--- config.mk ---
export PLATFORM = sky130hd
export DESIGN_NAME = baud_frac_tick_flat
export DESIGN_NICKNAME = d
export VERILOG_FILES = /design/src/rtl/baud_frac_tick_if.sv /design/src/rtl/baud_frac_tick.sv /design/src/flat_wrapper.sv
export SDC_FILE = /design/constraint.sdc
export NUM_CORES = 1
export LEC_CHECK = 0
export CORE_MARGIN = 3
export CORE_UTILIZATION = 45
export CTS_CLUSTER_SIZE = 24
export DETAILED_ROUTE_END_ITERATION = 16
export GPL_TIMING_DRIVEN = 0
export REMOVE_ABC_BUFFERS = 1
export SYNTH_ARGS = -nofsm -noshare
export SYNTH_HDL_FRONTEND = slang
export SYNTH_SLANG_ARGS = --single-unit
--- constraint.sdc ---
create_clock -name F25Clk -period 5.39 [get_ports F25Clk]
set_input_delay 1.617 -clock F25Clk [delete_from_list [all_inputs] [get_ports F25Clk]]
set_output_delay 1.617 -clock F25Clk [all_outputs]
set_load 0.01 [all_outputs]
--- src/rtl/baud_frac_tick_if.sv ---
// Control and tick bundle for baud_frac_tick: divisor programming, restart
// and enable go in; the registered ticks and divisor status come out.
interface baud_frac_tick_if #(
  parameter int INT_W  = 16,
  parameter int FRAC_W = 8,
  parameter int IDX_W  = 4
);
  logic              Enable;
  logic              Restart;
  logic              DivLoad;
  logic [INT_W-1:0]  DivInt;
  logic [FRAC_W-1:0] DivFrac;
  logic              SampleTick;
  logic              BitTick;
  logic [IDX_W-1:0]  SampleIdx;
  logic              DivPending;
  logic              DivAck;

  modport master (
    output Enable, Restart, DivLoad, DivInt, DivFrac,
    input  SampleTick, BitTick, SampleIdx, DivPending, DivAck
  );

  modport slave (
    input  Enable, Restart, DivLoad, DivInt, DivFrac,
    output SampleTick, BitTick, SampleIdx, DivPending, DivAck
  );
endinterface

--- src/rtl/baud_frac_tick.sv ---
// Fractional baud tick generator: integer + binary-fraction divisor with an
// error-spreading accumulator, shadowed divisor updates and start-bit re-phasing.
module baud_frac_tick #(
  parameter int INT_W        = 16,
  parameter int FRAC_W       = 8,
  parameter int OVERSAMPLE   = 16,
  parameter int BIT_PHASE    = OVERSAMPLE - 1,
  parameter int DEFAULT_INT  = 162,
  parameter int DEFAULT_FRAC = 195
) (
  input  logic            F25Clk,
  input  logic            reset,
  baud_frac_tick_if.slave bus
);
  localparam int IDX_W = (OVERSAMPLE > 1) ? $clog2(OVERSAMPLE) : 1;

  logic [INT_W-1:0]  cnt_q, cnt_d;
  logic [FRAC_W-1:0] acc_q, acc_d;
  logic              extra_q, extra_d;
  logic [IDX_W-1:0]  idx_q, idx_d;
  logic [INT_W-1:0]  act_int_q, act_int_d;
  logic [FRAC_W-1:0] act_frac_q, act_frac_d;
  logic [INT_W-1:0]  sh_int_q, sh_int_d;
  logic [FRAC_W-1:0] sh_frac_q, sh_frac_d;
  logic              pending_q, pending_d;
  logic              sample_tick_q, sample_tick_d;
  logic              bit_tick_q, bit_tick_d;
  logic              ack_q, ack_d;

  logic [INT_W-1:0]  ie;
  logic [INT_W:0]    last_cnt;
  logic              terminal;
  logic [FRAC_W:0]   acc_sum;
  logic [IDX_W-1:0]  idx_next;

  // Integer divisors below 2 are clamped so a period is never shorter than 2 cycles.
  assign ie       = (act_int_q < INT_W'(2)) ? INT_W'(2) : act_int_q;
  assign last_cnt = {1'b0, ie} + {{INT_W{1'b0}}, extra_q} - {{INT_W{1'b0}}, 1'b1};
  assign terminal = ({1'b0, cnt_q} == last_cnt);
  assign acc_sum  = {1'b0, acc_q} + {1'b0, act_frac_q};
  assign idx_next = (idx_q == IDX_W'(OVERSAMPLE - 1)) ? '0 : idx_q + IDX_W'(1);

  always_comb begin
    cnt_d         = cnt_q;
    acc_d         = acc_q;
    extra_d       = extra_q;
    idx_d         = idx_q;
    act_int_d     = act_int_q;
    act_frac_d    = act_frac_q;
    sh_int_d      = sh_int_q;
    sh_frac_d     = sh_frac_q;
    pending_d     = pending_q;
    sample_tick_d = 1'b0;
    bit_tick_d    = 1'b0;
    ack_d         = 1'b0;

    if (bus.DivLoad) begin
      sh_int_d  = bus.DivInt;
      sh_frac_d = bus.DivFrac;
      pending_d = 1'b1;
    end

    // Restart wins over a coincident terminal count and swallows its tick.
    if (bus.Restart) begin
      cnt_d   = '0;
      acc_d   = '0;
      extra_d = 1'b0;
      idx_d   = '0;
      if (bus.DivLoad) begin
        act_int_d  = bus.DivInt;
        act_frac_d = bus.DivFrac;
        pending_d  = 1'b0;
        ack_d      = 1'b1;
      end else if (pending_q) begin
        act_int_d  = sh_int_q;
        act_frac_d = sh_frac_q;
        pending_d  = 1'b0;
        ack_d      = 1'b1;
      end
    end else if (bus.Enable) begin
      if (terminal) begin
        cnt_d            = '0;
        {extra_d, acc_d} = acc_sum;
        idx_d            = idx_next;
        sample_tick_d    = 1'b1;
        bit_tick_d       = (idx_q == IDX_W'(BIT_PHASE));
        // A load landing on this boundary stays pending; the older shadow applies now.
        if (pending_q) begin
          act_int_d  = sh_int_q;
          act_frac_d = sh_frac_q;
          acc_d      = '0;
          extra_d    = 1'b0;
          ack_d      = 1'b1;
          pending_d  = bus.DivLoad;
        end
      end else begin
        cnt_d = cnt_q + INT_W'(1);
      end
    end
  end

  always_ff @(posedge F25Clk) begin
    if (reset) begin
      cnt_q         <= '0;
      acc_q         <= '0;
      extra_q       <= 1'b0;
      idx_q         <= '0;
      act_int_q     <= INT_W'(DEFAULT_INT);
      act_frac_q    <= FRAC_W'(DEFAULT_FRAC);
      sh_int_q      <= INT_W'(DEFAULT_INT);
      sh_frac_q     <= FRAC_W'(DEFAULT_FRAC);
      pending_q     <= 1'b0;
      sample_tick_q <= 1'b0;
      bit_tick_q    <= 1'b0;
      ack_q         <= 1'b0;
    end else begin
      cnt_q         <= cnt_d;
      acc_q         <= acc_d;
      extra_q       <= extra_d;
      idx_q         <= idx_d;
      act_int_q     <= act_int_d;
      act_frac_q    <= act_frac_d;
      sh_int_q      <= sh_int_d;
      sh_frac_q     <= sh_frac_d;
      pending_q     <= pending_d;
      sample_tick_q <= sample_tick_d;
      bit_tick_q    <= bit_tick_d;
      ack_q         <= ack_d;
    end
  end

  assign bus.SampleTick = sample_tick_q;
  assign bus.BitTick    = bit_tick_q;
  assign bus.SampleIdx  = idx_q;
  assign bus.DivPending = pending_q;
  assign bus.DivAck     = ack_q;
endmodule

--- src/flat_wrapper.sv ---
// flat-port wrapper written by rule: the top's interface ports become plain ports
module baud_frac_tick_flat 
#(
  parameter int INT_W        = 16,
  parameter int FRAC_W       = 8,
  parameter int OVERSAMPLE   = 16,
  parameter int BIT_PHASE    = OVERSAMPLE - 1,
  parameter int DEFAULT_INT  = 162,
  parameter int DEFAULT_FRAC = 195
)
  (F25Clk, reset, bus_Enable, bus_Restart, bus_DivLoad, bus_DivInt, bus_DivFrac, bus_SampleTick, bus_BitTick, bus_SampleIdx, bus_DivPending, bus_DivAck);
  baud_frac_tick_if #(.INT_W(INT_W), .FRAC_W(FRAC_W)) bus_i ();
  input  logic F25Clk;
  input  logic reset;
  input wire logic [$bits(bus_i.Enable)-1:0] bus_Enable;
  input wire logic [$bits(bus_i.Restart)-1:0] bus_Restart;
  input wire logic [$bits(bus_i.DivLoad)-1:0] bus_DivLoad;
  input wire logic [$bits(bus_i.DivInt)-1:0] bus_DivInt;
  input wire logic [$bits(bus_i.DivFrac)-1:0] bus_DivFrac;
  output wire logic [$bits(bus_i.SampleTick)-1:0] bus_SampleTick;
  output wire logic [$bits(bus_i.BitTick)-1:0] bus_BitTick;
  output wire logic [$bits(bus_i.SampleIdx)-1:0] bus_SampleIdx;
  output wire logic [$bits(bus_i.DivPending)-1:0] bus_DivPending;
  output wire logic [$bits(bus_i.DivAck)-1:0] bus_DivAck;
  assign bus_i.Enable = bus_Enable;
  assign bus_i.Restart = bus_Restart;
  assign bus_i.DivLoad = bus_DivLoad;
  assign bus_i.DivInt = bus_DivInt;
  assign bus_i.DivFrac = bus_DivFrac;
  assign bus_SampleTick = bus_i.SampleTick;
  assign bus_BitTick = bus_i.BitTick;
  assign bus_SampleIdx = bus_i.SampleIdx;
  assign bus_DivPending = bus_i.DivPending;
  assign bus_DivAck = bus_i.DivAck;
  baud_frac_tick #(.INT_W(INT_W), .FRAC_W(FRAC_W), .OVERSAMPLE(OVERSAMPLE), .BIT_PHASE(BIT_PHASE), .DEFAULT_INT(DEFAULT_INT), .DEFAULT_FRAC(DEFAULT_FRAC)) u_core (.F25Clk(F25Clk), .reset(reset), .bus(bus_i));
endmodule
* After elaboration in Yosys (flattened, before gate mapping)
Index checks and enable logic that the tools add are counted.
Storage, ports and cells: bits of input ports 29, latch bits 0, memory bits (writable) 0, flip-flop bits (word level) 81, ROM bits 0, memories 0, output and inout port bits 8
Operators by class: mux-type cells 28, reductions and logical operators 7, $mul 0, divide/modulo/power cells 0, shift operators 0, add/sub/neg operators 5, equality and inequality tests 2, bitwise operators 2, $lt $le $gt $ge 1
Operators with widths (number):
- $mux W16 | 7
- $mux W8 | 6
- $add A16 B1 Y17 | 1
- $eq A16 B17 Y1 | 1
- $sub A17 B1 Y17 const B | 1
- $add A16 B1 Y16 const B | 1
- $lt A16 B2 Y1 const B | 1
- $mux W1 | 14
- $add A8 B8 Y9 | 1
- $add A4 B1 Y4 const B | 1
- $eq A4 B4 Y1 const B | 1
- $mux W4 | 1
- $reduce_and A2 Y1 | 2
- $reduce_bool A2 Y1 | 2
- $reduce_or A4 Y1 | 1
- $reduce_or A3 Y1 | 1
- $not A1 Y1 | 2
- $reduce_or A2 Y1 | 1

* Depth between registers and ports, before layout
depth after elaboration 8, mapped depth 15, depth with buffers taken out 13

* Least setup slack after synthesis
No wires, ideal clock.
path type reg2reg, start register u_core.act_int_q[12], end register u_core.idx_q[3] (netlist: u_core.bus.SampleIdx[3]), arrival 3634 ps, data required time 5273 ps, stages on the path, launching flop included 14, slack 1639 ps, buffers on the path 0, path through dfxtp_1 > or4_4 > nor3_4 > nand4_1 > o31ai_1 > ha_1 > ha_1 > nor3b_2 > xnor2_1 > a21o_1 > o21ai_0 > nand4_2 > or4_1 > a32o_1
Between the ends: cells in the longest elaborated chain, start to end 6
RTL lines:
- start, declared | RTL line baud_frac_tick.sv:21 | logic [INT_W-1:0] act_int_q, act_int_d;
- start signal, assigned | RTL line baud_frac_tick.sv:108 | act_int_q <= INT_W'(DEFAULT_INT);
- start signal, assigned | RTL line baud_frac_tick.sv:121 | act_int_q <= act_int_d;
- $lt A16 B2 Y1 | RTL line baud_frac_tick.sv:37 | assign ie = (act_int_q < INT_W'(2)) ? INT_W'(2) : act_int_q;
- $mux W16 (*) | RTL line baud_frac_tick.sv:37
- $add A16 B1 Y17 (*) | RTL line baud_frac_tick.sv:38 | assign last_cnt = {1'b0, ie} + {{INT_W{1'b0}}, extra_q} - {{INT_W{1'b0}}, 1'b1};
- $sub A17 B1 Y17 (*) | RTL line baud_frac_tick.sv:38
- $eq A16 B17 Y1 (*) | RTL line baud_frac_tick.sv:39 | assign terminal = ({1'b0, cnt_q} == last_cnt);
- $reduce_and A2 Y1 (no source line) (*)
- end signal, assigned | RTL line baud_frac_tick.sv:120 | idx_q <= idx_d;
- end, declared | RTL line baud_frac_tick.sv:20 | logic [IDX_W-1:0] idx_q, idx_d;
Mark *: on every way between the ends. The rest lies on a longest branch, timed or not. A chain may end at the register's enable or synchronous reset.

* Worst setup path in the final report
start register u_core.act_int_q[12], end register u_core.cnt_q[11]
Between the ends: cells in the longest elaborated chain, start to end 6
RTL lines:
- $lt A16 B2 Y1 | RTL line baud_frac_tick.sv:37
- $mux W16 (*) | RTL line baud_frac_tick.sv:37
- $add A16 B1 Y17 (*) | RTL line baud_frac_tick.sv:38
- $sub A17 B1 Y17 (*) | RTL line baud_frac_tick.sv:38
- $eq A16 B17 Y1 (*) | RTL line baud_frac_tick.sv:39
- $mux W16 (*) | RTL line baud_frac_tick.sv:81 | if (terminal) begin
- end signal, assigned | RTL line baud_frac_tick.sv:117 | cnt_q <= cnt_d;
- end, declared | RTL line baud_frac_tick.sv:17 | logic [INT_W-1:0] cnt_q, cnt_d;
Marked as above.

==> results_dict.tcl <==
set metrics [dict create \
    status "completed" \
    period_share 0.886 \
    maxCapViolCount 0 \
    seqCellArea_um2 1620 \
    ys_seq_area_frac 0.358 \
    final_cells 683 \
    cp.arrival_ns 4.99 \
    yosys.area.top_type "dfxtp_1" \
    antennaDiodeCount 0 \
    hold_depth 2 \
    skew_ns 0.0108 \
    layout_commonest_cell "dfxtp_1" \
    crit_top_cell "ha_1" \
    cpPeakStageDelay_ns 0.69 \
    synth_area_um2 4520 \
    cts_tree "built" \
    cts_num_sinks 81 \
    timing.rr.end "u_core.cnt_q[11]" \
    syn_inst 537 \
    multi_input_area_um2 2630 \
    grt_pass1_wl_um 18500 \
    post-route-min-period_ns 4.78 \
    clock_power_share 0.373 \
    synth-async-reset-ratio 0 \
    htreeDepth 3 \
    num_io_pins 37 \
    drt_iter0_markers 243 \
    worstSetupStartpointType "flip-flop" \
    core_area_um2 9500 \
    overflow 0 \
    cts_buffers 9 \
    swShare 0.265 \
    grt_pass1_vias 3859 \
    ff2ff_path_depth 14 \
    rrSetupSlack_ns 0.61 \
    yosys-top-cells-area "dfxtp_1, nor2_1, xor2_1" \
    crit_fanout 23 \
    synth_top_area_share 0.358 \
    hold_viol 0 \
    postCtsHoldBufs 0 \
    viasPerCell 5.75 \
    cts-root-buf "clkbuf_8" \
    rows 35 \
    hold_slack_ns 0.475 \
    setup.worst_path.end_class "flip-flop" \
    gp_congestion 0.801 \
    grt_usage 0.200 \
    chipWidth_um 106 \
    fill_cells 939 \
    pwr_density_cell_nw_per_um2 255 \
    avgSynthCellArea_um2 8.43 \
    clk-insertion-delay-late_ns 0.35 \
    setup_viol 0 \
    ir_worst_vdd_mv 0.143 \
    fmax_ghz 0.209 \
    synth_edf_count 0 \
    use_met3 0.0419 \
    power_frac_comb 0.132 \
    post_cts_buffers 0 \
    synthFlopType "dfxtp_1" \
    drv_slew 0 \
    worst_path_max_delay_cell "nor2_2" \
    clockBufferDepth 2 \
    post_drt_wl_per_cell_um 15.6 \
    rr_startpoint "u_core.act_int_q[12]" \
    drc 0 \
    vias 3928 \
    cp_cell_sequence "or4_4 -> nor3_4 -> nand4_1 -> o31ai_1 -> ha_1 -> ha_1 -> nor3b_2 -> xnor2_1 -> a21o_1 -> o21ai_0 -> nand4_2 -> nor2_2 -> buf_8 -> nor3_1" \
    drive_gt1_frac 0.0650 \
    antenna_found_initial 0 \
    hpwl_um 7280 \
    met2_usage 0.327 \
    final_nets 591 \
    yosys_warnings 0 \
    cts.repair.resized 0 \
    seqPwrFrac 0.495 \
    dr.pass1.iters 5 \
    fin_tns_setup_ns 0 \
    dieArea_um2 11300 \
    ys_ff_latch 81 \
    portBuffers 36 \
    ys_types 63 \
    worst_pin_slew_ns 1.01 \
    slew_headroom 0.324 \
    post-place-cells 667 \
    busiest_layer "met2" \
    area_delta_synth_final_pct 13.2 \
    antenna_left 0 \
    grt_start_max_net_pins 49 \
    crit_type "flip-flop to flip-flop" \
    met1_usage 0.269 \
    wl_um 10600 \
    hold_class "flip-flop to flip-flop" \
    rsz0062_at_grt "no" \
    critPathRequiredTime_ns 5.60 \
    final_cell_mix "dfxtp_1, nor2_1, o21ai_0" \
    clk_pin_slew_ns 0.08 \
    power_switching_uw 346 \
    hold_end "u_core.extra_q" \
    initial_core_util 0.476 \
    die_y_um 106 \
    leakagePower_nw 1.99 \
    worstHoldStart "u_core.extra_q" \
    p_int_uw 962 \
]
stage by stage:
step	worst slack, ns	total power, mW	util	area [µm²]
floorplan	1.14	0.760	-	4350
global placement	-0.816	0.830	0.513	4870
detailed placement	0.316	0.834	0.516	4900
CTS	0.426	1.32	0.538	5110
global route	0.109	1.37	0.539	5120
finish	0.612	1.31	0.539	5120
critical path: cells and delay by family, from the launching register on:
family / cells / cell delay [ns]
adder cells (fa/ha/maj): 2 / 0.46
XOR/XNOR: 1 / 0.11
buffers and inverters: 1 / 0.23
AO/OA/AOI/OAI: 3 / 0.74
flip-flops: 1 / 0.38
AND/OR/NAND/NOR: 7 / 2.71
sequential cells by signal (all words and copies together), names as in the netlist, 4 cells and up:
signal                cells
u_core.act_int_q         16
u_core.cnt_q             16
u_core.sh_int_q          16
u_core.acc_q              8
u_core.act_frac_q         8
u_core.sh_frac_q          8
u_core.bus.SampleIdx      4
Yosys cell counts (2+ instances only):
| library cell | n |
|---|---|
| nor3_1 | 18 |
| nand3_1 | 9 |
| a31oi_1 | 8 |
| o2bb2ai_1 | 2 |
| a31o_2 | 2 |
| nor2_1 | 71 |
| xnor2_1 | 12 |
| or4_1 | 8 |
| clkbuf_1 | 29 |
| nand3b_1 | 9 |
| a311o_1 | 2 |
| nor3b_1 | 2 |
| buf_6 | 4 |
| a21oi_1 | 17 |
| a21o_1 | 14 |
| ha_1 | 12 |
| and2_1 | 2 |
| buf_2 | 3 |
| inv_1 | 30 |
| and4_1 | 5 |
| a211oi_1 | 3 |
| mux2i_1 | 18 |
| dfxtp_1 | 81 |
| a221oi_1 | 14 |
| nand4b_1 | 4 |
| nand2_1 | 29 |
| o22ai_1 | 2 |
| and3_1 | 5 |
| nand2b_1 | 4 |
| a311oi_1 | 2 |
| nor4b_1 | 4 |
| o211ai_1 | 8 |
| a22oi_1 | 7 |
| a221oi_2 | 3 |
| xor2_1 | 22 |
| nand4_1 | 9 |
| o21ai_0 | 37 |
worst max path at each step:
stage | startpoint | endpoint | slack (ns) | cells past startpoint
floorplan | u_core.act_int_q[12] | u_core.bus.SampleIdx[2] | 1.14 | 13
global placement | bus_DivLoad | u_core.act_int_q[9] | -0.82 | 6
detailed placement | bus_Restart | u_core.act_int_q[9] | 0.32 | 6
CTS | u_core.act_int_q[12] | u_core.act_int_q[9] | 0.43 | 12
global route | u_core.act_int_q[12] | u_core.bus.SampleIdx[2] | 0.11 | 12
finish | u_core.act_int_q[12] | u_core.cnt_q[11] | 0.61 | 14
cell type report:
class | instances | share of cell area
clock buffer | 12 | 0.0264
inverter | 30 | 0.0220
timing repair buffer | 38 | 0.0752
sequential | 81 | 0.317
multi-input combinational | 389 | 0.513
tap | 129 | 0.0315
clock inverter | 4 | 0.0149
cells by family after synthesis:
kind of cell / after synthesis / share of synthesized area
DFF: 81 / 0.358
buffers and inverters: 67 / 0.0633
AOI/OAI and AO/OA: 132 / 0.205
and+or+nand+nor: 191 / 0.225
adders and majority gates: 13 / 0.0376
muxes: 18 / 0.0398
xor gates and xnor gates: 35 / 0.0708
routing by layer:
layer,vias up,share of wire
met5,-,0
met3,9,0.035
met1,1888,0.49
li1,1961,-
met4,0,0.0085
met2,70,0.47
power groups by stage:
stage               combinational (mW)  sequential, mW  clock (mW)
detailed placement               0.173           0.661           0
floorplan                        0.108           0.653           0
global route                     0.194           0.651       0.525
CTS                              0.174           0.647       0.502
global placement                 0.170           0.660           0
finish                           0.173           0.647       0.487
(Power assumes the default switching activity.)
